--- src/rtl/serial_adder_pkg.sv ---
// Shared types for the bit-serial adder: FSM state encoding and counter sizing.
package serial_adder_pkg;

  typedef enum logic [1:0] {
    IDLE  = 2'd0,
    SHIFT = 2'd1,
    DONE  = 2'd2
  } state_t;

  // Counter only has to reach width-1.
  function automatic int cnt_bits(input int width);
    return (width < 2) ? 1 : $clog2(width);
  endfunction

endpackage

--- src/rtl/full_adder.sv ---
// One-bit full adder cell.
module full_adder (
  input  logic a,
  input  logic b,
  input  logic cin,
  output logic s,
  output logic cout
);

  assign s    = a ^ b ^ cin;
  assign cout = (a & b) | (a & cin) | (b & cin);

endmodule

--- src/rtl/serial_adder.sv ---
// Bit-serial WIDTH-bit adder: one full_adder, a carry flop and shift registers,
// one sum bit per clock LSB first, then a one-cycle done with the registered result.
module serial_adder
  import serial_adder_pkg::*;
#(
  parameter int WIDTH = 8
) (
  input  logic             clk,
  input  logic             rst,
  input  logic             start,
  input  logic [WIDTH-1:0] a,
  input  logic [WIDTH-1:0] b,
  input  logic             cin,
  output logic             busy,
  output logic             done,
  output logic [WIDTH-1:0] sum,
  output logic             cout
);

  localparam int CNT_W = cnt_bits(WIDTH);
  localparam logic [CNT_W-1:0] CNT_LAST = CNT_W'(WIDTH - 1);

  state_t           state, state_nxt;
  logic [WIDTH-1:0] a_sh, b_sh, res_sh;
  logic             carry;
  logic [CNT_W-1:0] cnt;
  logic             fa_s, fa_cout;
  logic             load, step, last;

  full_adder u_fa (
    .a    (a_sh[0]),
    .b    (b_sh[0]),
    .cin  (carry),
    .s    (fa_s),
    .cout (fa_cout)
  );

  always_ff @(posedge clk or posedge rst) begin
    if (rst) state <= IDLE;
    else     state <= state_nxt;
  end

  always_comb begin
    state_nxt = state;
    load      = 1'b0;
    step      = 1'b0;
    last      = 1'b0;
    unique case (state)
      IDLE: if (start) begin
        load      = 1'b1;
        state_nxt = SHIFT;
      end
      SHIFT: begin
        step = 1'b1;
        if (cnt == CNT_LAST) begin
          last      = 1'b1;
          state_nxt = DONE;
        end
      end
      DONE: begin
        // A start in the done cycle chains straight into the next operation.
        if (start) begin
          load      = 1'b1;
          state_nxt = SHIFT;
        end else begin
          state_nxt = IDLE;
        end
      end
      default: state_nxt = IDLE;
    endcase
  end

  always_ff @(posedge clk or posedge rst) begin
    if (rst) begin
      a_sh   <= '0;
      b_sh   <= '0;
      res_sh <= '0;
      carry  <= 1'b0;
      cnt    <= '0;
    end else if (load) begin
      a_sh  <= a;
      b_sh  <= b;
      carry <= cin;
      cnt   <= '0;
    end else if (step) begin
      a_sh   <= a_sh >> 1;
      b_sh   <= b_sh >> 1;
      res_sh <= {fa_s, res_sh[WIDTH-1:1]};
      carry  <= fa_cout;
      if (!last) cnt <= cnt + 1'b1;
    end
  end

  // Result registers update only on the edge that enters DONE.
  always_ff @(posedge clk or posedge rst) begin
    if (rst) begin
      sum  <= '0;
      cout <= 1'b0;
    end else if (last) begin
      sum  <= {fa_s, res_sh[WIDTH-1:1]};
      cout <= fa_cout;
    end
  end

  assign busy = (state == SHIFT);
  assign done = (state == DONE);

endmodule

--- config.mk ---
export PLATFORM = sky130hd
export DESIGN_NAME = serial_adder
export DESIGN_NICKNAME = d
export VERILOG_FILES = /design/src/rtl/serial_adder_pkg.sv /design/src/rtl/full_adder.sv /design/src/rtl/serial_adder.sv
export SDC_FILE = /design/constraint.sdc
export NUM_CORES = 1
export LEC_CHECK = 0
export BUFFER_PORTS_ARGS = -buffer_cell sky130_fd_sc_hd__buf_2
export CORE_MARGIN = 2
export CORE_UTILIZATION = 35
export DETAILED_ROUTE_END_ITERATION = 6
export GPL_ROUTABILITY_DRIVEN = 0
export PLACE_DENSITY = 0.56
export SYNTH_ARGS = -nofsm -noshare
export SYNTH_HDL_FRONTEND = slang
export SYNTH_HIERARCHICAL = 1
export SYNTH_SLANG_ARGS = --single-unit
export TNS_END_PERCENT = 100
--- constraint.sdc ---
create_clock -name clk -period 1.9 [get_ports clk]
set_clock_uncertainty 0.05 [all_clocks]
set_input_delay 0.285 -clock clk [delete_from_list [all_inputs] [get_ports clk]]
set_output_delay 0.285 -clock clk [all_outputs]
set_load 0.02 [all_outputs]
==> results of run 1 <==
[Yosys cell counts (all sizes together)]
cell type,count
fa,1
nor2,15
mux2,9
o211ai,2
a21oi,3
nor2b,4
and2b,1
inv,3
a22o,2
nor3,12
mux2i,3
a211oi,3
buf,10
nor3b,1
ha,2
o22ai,12
a21o,1
xor2,1
nand2b,2
nand2,28
dfrtp,38
nand3,2
[worst paths after layout]
kind	endpoint	from
worst max-delay path	busy	state[1]
worst min-delay path	sum[6]	rst
worst max register to register	cnt[1]	cnt[0]
worst min register to register	res_sh[1]	res_sh[1]
max in group asynchronous	b_sh[3]	rst
min in group clk	b_sh[7]	b[7]
[kinds of logic after synthesis]
| group | after synthesis |
|---|---|
| AOI/OAI and AO/OA | 23 |
| xor gates and xnor gates | 1 |
| adders and majority gates | 3 |
| buffers and inverters | 13 |
| DFF | 38 |
| muxes | 12 |
| and+or+nand+nor | 65 |
[metal layers]
metal	track usage	wire length [µm]
met5	0	0
met4	0.05051	49
met3	0.04743	188
met2	0.2242	1517
met1	0.1639	1493
[registers in the layout, summed over array words and instances, names as in the netlist]
signal / count
a_sh: 8
b_sh: 8
sum: 8
res_sh: 7
cnt: 3
state: 2
carry: 1
cout: 1
[per-stage QoR]
step	std cells	utilization	total power [W]
6_report	254	0.4238	0.003362
5_1_grt	254	0.4238	0.003647
4_1_cts	254	0.4238	0.003407
3_5_place_dp	246	0.4045	0.002848
3_3_place_gp	246	0.4045	0.002771
2_1_floorplan	155	-	0.002527
[worst max-delay path, cell delays in order (launching register included)]
cell	delay [ns]
dfrtp_1	0.47
nand2b_4	0.19
inv_4	0.21
buf_2	0.23
[cell type report]
| class | count | area share |
|---|---|---|
| multi-input cells | 104 | 0.3406 |
| repair buffers | 34 | 0.09000 |
| well taps | 67 | 0.04187 |
| clock buffers | 7 | 0.04313 |
| clock inverters | 1 | 0.002500 |
| inverters | 3 | 0.006875 |
| flip-flops and latches | 38 | 0.4750 |
[layout by cell type (no fill, tap or decap), types with 2 or more instances in the layout]
cell type   n
a211oi_1    3
a21oi_1     3
a22o_1      2
buf_2      30
buf_4       4
clkbuf_8    6
dfrtp_1    38
ha_1        2
inv_1       2
mux2_4      9
mux2i_1     3
nand2_1    27
nand3_1     2
nor2_1     15
nor2b_1     4
nor3_1     12
o211ai_1    2
o22ai_1    12
[report_power, final]
group	switching [W]	total, W	leakage, nW	internal [W]
Sequential	0.000247	0.00143	0.467	0.00118
Clock	0.000263	0.000555	0.0482	0.000292
Combinational	0.000748	0.00138	0.460	0.000627
==> impl_metrics.env, run 1 <==
export IMPL_antenna_found_initial=0
export IMPL_cts_buffer_depth=2
export IMPL_yosysWarnings=6
export IMPL_synthTopCellsByArea="dfrtp_1 (55%), mux2_4 (7.9%), nand2_1 (5.9%)"
export IMPL_synthXorXnorAreaFrac=0.005091
export IMPL_fin_nets=209
export IMPL_ir_worst_vdd_mv=0.6088
export IMPL_cts_hold_buffers=0
export IMPL_grt_ovfl_total=0
export IMPL_port_buffer_count=30
export IMPL_initial_core_util=0.3642
export IMPL_synthCells=155
export IMPL_status="finished clean"
export IMPL_cts_made_buffers=5
export IMPL_ioPinCount=31
export IMPL_hold_slack_ns=0.05135
export IMPL_drcViolationCount=0
export IMPL_die_h_um=74.11
export IMPL_r2r_cells=6
export IMPL_path_clk_slew_ns=0.07
export IMPL_setup_slack_ns=0.1892
export IMPL_worst_setup_path_start_kind="flop"
export IMPL_ff_latch_area_um2=950.9
export IMPL_htree_levels=2
export IMPL_maxSlewHeadroom=0.6516
export IMPL_place_area_um2=1911
export IMPL_num_rows=25
export IMPL_dp_slack_ns=0.3594
export IMPL_yosys_area_share_simple=0.1804
export IMPL_syn_area_per_cell_um2=11.10
export IMPL_post_route_min_period_ns=1.711
export IMPL_multi_input_area_um2=681.9
export IMPL_syn_nets=178
export IMPL_crit_type="reg2out"
export IMPL_vias=1214
export IMPL_maxCapViolCount=0
export IMPL_rsz0062_at_grt="no"
export IMPL_power_leakage_nw=0.9753
export IMPL_n_antenna_cell=0
export IMPL_synth_top_family_by_area="simple AND/OR/NAND/NOR gates"
export IMPL_grt_util_all_layers=0.1356
export IMPL_period_share=0.9004
export IMPL_viasPerCell=4.780
export IMPL_synth_seq_cells=38
export IMPL_drtPass1Iterations=4
export IMPL_nFillCells=450
export IMPL_r2r_slack_ns=0.36
export IMPL_drt_initial_drc_count=70
export IMPL_insertion_delay_ns=0.28
export IMPL_p_per_area_nw_per_um2=1679
export IMPL_post_cts_resized_instances=0
export IMPL_hold_class="in2async"
export IMPL_synth_compound_area_frac=0.08873
export IMPL_grt_max_degree=39
export IMPL_wire_per_inst_um=12.79
export IMPL_yosysTopAreaCell="dfrtp_1"
export IMPL_setup_worst_path_end_class="primary output"
export IMPL_seq_area_frac_synth=0.5527
export IMPL_timing_hold_violations_final=0
export IMPL_grt_pass1_vias=1294
export IMPL_post_route_cell_area_um2=2002
export IMPL_tightestPinTransition_ns=0.5226
export IMPL_syn_area_um2=1720
export IMPL_ys_types=27
export IMPL_clock_sinks=38
export IMPL_area_delta_synth_final_pct=16.36
export IMPL_maxSlewViolCount=0
export IMPL_tns_ns=0
export IMPL_die_width_um=74.11
export IMPL_cp_max_fo=22
export IMPL_setup_viol=0
export IMPL_cp_arrival_ns=1.38
export IMPL_grt_first_pass_wirelength_mm=5.644
export IMPL_hpwl_mm=2.302
export IMPL_ant_nets=0
export IMPL_synth_mux_area_frac=0.09600
export IMPL_timing_fmax_ghz=0.5845
export IMPL_yosysTopAreaCellShare=0.5527
export IMPL_die_area_um2=5492
export IMPL_yosys_area_share_adder=0.02618
export IMPL_post_cts_buffers=0
export IMPL_wirelength_mm=3.248
export IMPL_cts_root_buf="clkbuf_8"
export IMPL_cts_tree="yes"
export IMPL_coreArea_um2=4723
export IMPL_worstPathRequired_ns=1.56
export IMPL_layout_drive_gt1_share=0.2888
Power figures use the tool's default switching activity.
==> run 2, diff against run 1 <==
--- a/config.mk
+++ b/config.mk
@@ -6,6 +6,7 @@
 export NUM_CORES = 1
 export LEC_CHECK = 0
 export BUFFER_PORTS_ARGS = -buffer_cell sky130_fd_sc_hd__buf_2
+export CORE_ASPECT_RATIO = 0.5
 export CORE_MARGIN = 2
 export CORE_UTILIZATION = 35
 export DETAILED_ROUTE_END_ITERATION = 6
==> impl_metrics.env, run 2 (same netlist as run 1, synthesis figures left out) <==
export IMPL_r2r_cells=5
export IMPL_die_h_um=53.58
export IMPL_drcViolationCount=0
export IMPL_grtUsageMet1=0.1686
export IMPL_r2r_slack_ns=0.25
export IMPL_cp_top_family="flip-flops"
export IMPL_port_buffer_count=30
export IMPL_slowest_delay_ns=0.47
export IMPL_post_cts_resized_instances=0
export IMPL_num_rows=17
export IMPL_p_per_area_nw_per_um2=1665
export IMPL_top_regs="a_sh: 8 flops, b_sh: 8 flops, sum: 8 flops"
export IMPL_worst_setup_path_start_kind="flop"
export IMPL_grt_util_met2=0.2067
export IMPL_tightestPinTransition_ns=0.4959
export IMPL_worstPathRequired_ns=1.56
export IMPL_totalPowerFinal_w=0.003318
export IMPL_timing_fmax_ghz=0.5699
export IMPL_die_width_um=103.2
export IMPL_grt_first_pass_wirelength_mm=5.264
export IMPL_final_cells=252
export IMPL_setup_viol=0
export IMPL_wirelength_mm=3.118
export IMPL_crit_path_start="state[1]"
export IMPL_drt_initial_drc_count=24
export IMPL_hold_slack_ns=0.05625
export IMPL_maxSlewViolCount=0
export IMPL_area_delta_synth_final_pct=15.85
export IMPL_cts_tree="yes"
export IMPL_cts_hold_buffers=0
export IMPL_insertion_delay_ns=0.29
export IMPL_rr_endpoint="cnt[0]"
export IMPL_grt_max_degree=39
export IMPL_fin_nets=208
export IMPL_crit_type="reg2out"
export IMPL_setup_slack_ns=0.1452
export IMPL_setup_worst_path_end_class="primary output"
export IMPL_power_leakage_nw=0.9711
export IMPL_rsz0062_at_grt="no"
export IMPL_layout_commonest_cell="dfrtp_1"
export IMPL_vias=1187
export IMPL_htree_levels=2
export IMPL_hold_class="in2async"
export IMPL_grt_pass1_vias=1110
export IMPL_grt_busiest_layer="met2"
export IMPL_cp_depth=3
export IMPL_cts_buffer_depth=2
export IMPL_final_cell_mix="dfrtp_1 (38), buf_2 (30), nand2_1 (27)"
export IMPL_grt_util_all_layers=0.1315
export IMPL_antenna_found_initial=0
export IMPL_place_inst=244
export IMPL_ir_worst_vdd_mv=0.4214
export IMPL_path_clk_slew_ns=0.07
export IMPL_ant_nets=0
export IMPL_maxSlewHeadroom=0.6694
export IMPL_r2r_start="cnt[0]"
export IMPL_post_cts_buffers=0
export IMPL_viasPerCell=4.710
export IMPL_status="finished clean"
export IMPL_n_antenna_cell=0
export IMPL_endpoint="busy"
export IMPL_gr_usage_met3=0.04286
export IMPL_path_buf_inv=2
export IMPL_wire_per_inst_um=12.37
export IMPL_die_area_um2=5526
export IMPL_slowest_stage="dfrtp_1"
export IMPL_cp_max_fo=22
export IMPL_tns_ns=0
export IMPL_cts_made_buffers=5
export IMPL_maxCapViolCount=0
export IMPL_period_share=0.9236
export IMPL_post_route_min_period_ns=1.755
export IMPL_ioPinCount=31
export IMPL_coreArea_um2=4552
export IMPL_initial_core_util=0.3780
export IMPL_timing_hold_violations_final=0
export IMPL_layout_drive_gt1_share=0.2849
export IMPL_cts_root_buf="clkbuf_8"
export IMPL_clock_sinks=38
export IMPL_grt_ovfl_total=0
export IMPL_drtPass1Iterations=4
export IMPL_dp_slack_ns=0.2624
export IMPL_path_cells="nand2b_4 -> inv_4 -> buf_2"
export IMPL_cp_arrival_ns=1.42
export IMPL_hpwl_mm=2.091
-- run 2: changes by cell type in the layout (fill, tap and decap cells not counted) --
cell	change
buf_4	-1
-- run 2: worst min-delay path by stage --
stage,startpoint,end,cells after the start
floorplan,a[7],a_sh[7],1
global placement,rst,sum[0],3
detailed placement,rst,sum[0],3
CTS,rst,sum[2],3
global route,rst,a_sh[2],3
finish,rst,sum[2],3
-- run 2: tightest hold or removal path: cells and delay by family --
kind                   cells  cell delay [ns]
buffers and inverters      3             0.55
-- run 2: layer usage --
layer / wire [µm] / vias to the layer above
met5: 0 / -
met2: 1406 / 22
met1: 1532 / 567
met4: 58 / 0
li1: - / 591
met3: 121 / 7
-- run 2: layout make-up --
type / instances / area, µm²
well taps: 66 / 82.58
multi-input cells: 104 / 681.9
flip-flops and latches: 38 / 950.9
inverters: 3 / 13.76
clock inverters: 1 / 5.005
clock buffers: 7 / 86.33
repair buffers: 33 / 172.7
fillers: 458 / 2559
-- run 2: report_power, final --
group / leakage (nW) / switching [W] / total [W] / internal, W
Combinational: 0.456 / 0.000716 / 0.00133 / 0.000614
Sequential: 0.467 / 0.000247 / 0.00143 / 0.00118
Clock: 0.0482 / 0.000265 / 0.000558 / 0.000292
Total: 0.971 / 0.00123 / 0.00332 / 0.00209
-- run 2: stage by stage --
step	area [µm²]	util
6_report	1993	0.4379
3_5_place_dp	1902	0.4178
2_1_floorplan	1720	-
3_3_place_gp	1902	0.4178
4_1_cts	1993	0.4379
5_1_grt	1993	0.4379
==> run 3, diff against run 2 <==
--- a/config.mk
+++ b/config.mk
@@ -9,9 +9,10 @@
 export CORE_ASPECT_RATIO = 0.5
 export CORE_MARGIN = 2
 export CORE_UTILIZATION = 35
+export CTS_BUF_LIST = sky130_fd_sc_hd__clkbuf_8
 export DETAILED_ROUTE_END_ITERATION = 6
 export GPL_ROUTABILITY_DRIVEN = 0
-export PLACE_DENSITY = 0.56
+export PLACE_DENSITY = 0.58
 export SYNTH_ARGS = -nofsm -noshare
 export SYNTH_HDL_FRONTEND = slang
 export SYNTH_HIERARCHICAL = 1
==> impl_metrics.env, run 3 (same netlist as run 1, synthesis figures left out) <==
export IMPL_worstPathRequired_ns=1.56
export IMPL_rr_endpoint="cnt[0]"
export IMPL_grt_first_pass_wirelength_mm=5.485
export IMPL_die_area_um2=5526
export IMPL_crit_type="reg2out"
export IMPL_maxSlewHeadroom=0.6442
export IMPL_grt_max_degree=39
export IMPL_fin_nets=208
export IMPL_rsz0062_at_grt="no"
export IMPL_setup_worst_path_end_class="primary output"
export IMPL_grt_util_all_layers=0.1352
export IMPL_post_cts_resized_instances=0
export IMPL_die_h_um=53.58
export IMPL_timing_fmax_ghz=0.5755
export IMPL_num_rows=17
export IMPL_cts_buffer_depth=2
export IMPL_setup_viol=0
export IMPL_cp_max_fo=22
export IMPL_final_cell_mix="dfrtp_1 (38), buf_2 (30), nand2_1 (27)"
export IMPL_path_clk_slew_ns=0.08
export IMPL_final_cells=252
export IMPL_ff_latch_area_um2=950.9
export IMPL_drtPass1Iterations=4
export IMPL_post_cts_buffers=0
export IMPL_r2r_cells=5
export IMPL_post_route_min_period_ns=1.738
export IMPL_htree_levels=2
export IMPL_vias=1200
export IMPL_wirelength_mm=3.246
export IMPL_fin_util=0.4387
export IMPL_antenna_found_initial=0
export IMPL_timing_hold_violations_final=0
export IMPL_cts_made_buffers=5
export IMPL_cts_root_buf="clkbuf_8"
export IMPL_initial_core_util=0.3780
export IMPL_die_width_um=103.2
export IMPL_r2r_start="cnt[0]"
export IMPL_maxCapViolCount=0
export IMPL_port_buffer_count=30
export IMPL_area_delta_synth_final_pct=16.07
export IMPL_drt_initial_drc_count=54
export IMPL_place_inst=244
export IMPL_hpwl_mm=2.082
export IMPL_wire_per_inst_um=12.88
export IMPL_status="finished clean"
export IMPL_worst_setup_path_start_kind="flop"
export IMPL_r2r_slack_ns=0.23
export IMPL_cts_hold_buffers=0
export IMPL_ioPinCount=31
export IMPL_p_per_area_nw_per_um2=1676
export IMPL_totalPowerFinal_w=0.003347
export IMPL_cp_arrival_ns=1.40
export IMPL_insertion_delay_ns=0.29
export IMPL_clock_sinks=38
export IMPL_power_leakage_nw=0.9701
export IMPL_ant_nets=0
export IMPL_hold_class="in2async"
export IMPL_multi_input_area_um2=681.9
export IMPL_maxSlewViolCount=0
export IMPL_top_regs="a_sh: 8 flops, b_sh: 8 flops, sum: 8 flops"
export IMPL_ir_worst_vdd_mv=0.4192
export IMPL_n_antenna_cell=0
export IMPL_tightestPinTransition_ns=0.5336
export IMPL_grt_ovfl_total=0
export IMPL_period_share=0.9145
export IMPL_cts_tree="yes"
export IMPL_layout_commonest_cell="dfrtp_1"
export IMPL_drcViolationCount=0
export IMPL_viasPerCell=4.762
export IMPL_coreArea_um2=4552
export IMPL_layout_drive_gt1_share=0.2903
export IMPL_grt_pass1_vias=1196
export IMPL_nFillCells=461
export IMPL_tns_ns=0
==> run 3: cell types whose count changed in the layout (fill, tap and decap cells not counted), sizes merged <==
cell / delta
clkinvlp: +1
clkbuf: -1
==> run 3: stage by stage <==
stage / cell area (µm²) / setup slack (ns) / hold slack [ns]
2_1_floorplan: 1720 / 0.3573 / 0.3747
3_3_place_gp: 1902 / 0.3055 / 0.3762
3_5_place_dp: 1902 / 0.2484 / 0.3767
4_1_cts: 1997 / 0.1467 / 0.06801
5_1_grt: 1997 / 0.09552 / 0.1248
6_report: 1997 / 0.1624 / 0.05473
==> run 3: routing by layer <==
layer	wire length, µm	share of wire	vias up	track usage
met5	0	0	-	0
met4	53	0.016	0	0.05921
met3	159	0.049	8	0.04156
met2	1479	0.46	28	0.2219
met1	1552	0.48	568	0.1686
li1	-	-	596	-
==> run 3: layout make-up <==
type | count | area share
flip-flops and latches | 38 | 0.4762
multi-input cells | 104 | 0.3415
repair buffers | 33 | 0.08647
clock buffers | 6 | 0.04135
well taps | 66 | 0.04135
inverters | 3 | 0.006892
clock inverters | 2 | 0.006266
==> run 3: worst max-delay path: stages (launching register included) <==
cell      delay [ns]
dfrtp_1         0.47
nand2b_4        0.19
inv_4           0.23
buf_2           0.22
==> run 3: how the worst max path moves through the flow <==
stage / from / to / depth (start not counted)
floorplan: cnt[0] / cnt[0] / 5
global placement: cnt[0] / cnt[0] / 5
detailed placement: cnt[0] / cnt[0] / 5
CTS: state[1] / busy / 3
global route: state[1] / busy / 3
finish: state[1] / busy / 3
==> run 3: where the power goes <==
part | switching [W] | total [W] | internal, W
clock network | 0.000289 | 0.000580 | 0.000292
logic | 0.000719 | 0.00133 | 0.000614
registers | 0.000251 | 0.00143 | 0.00118
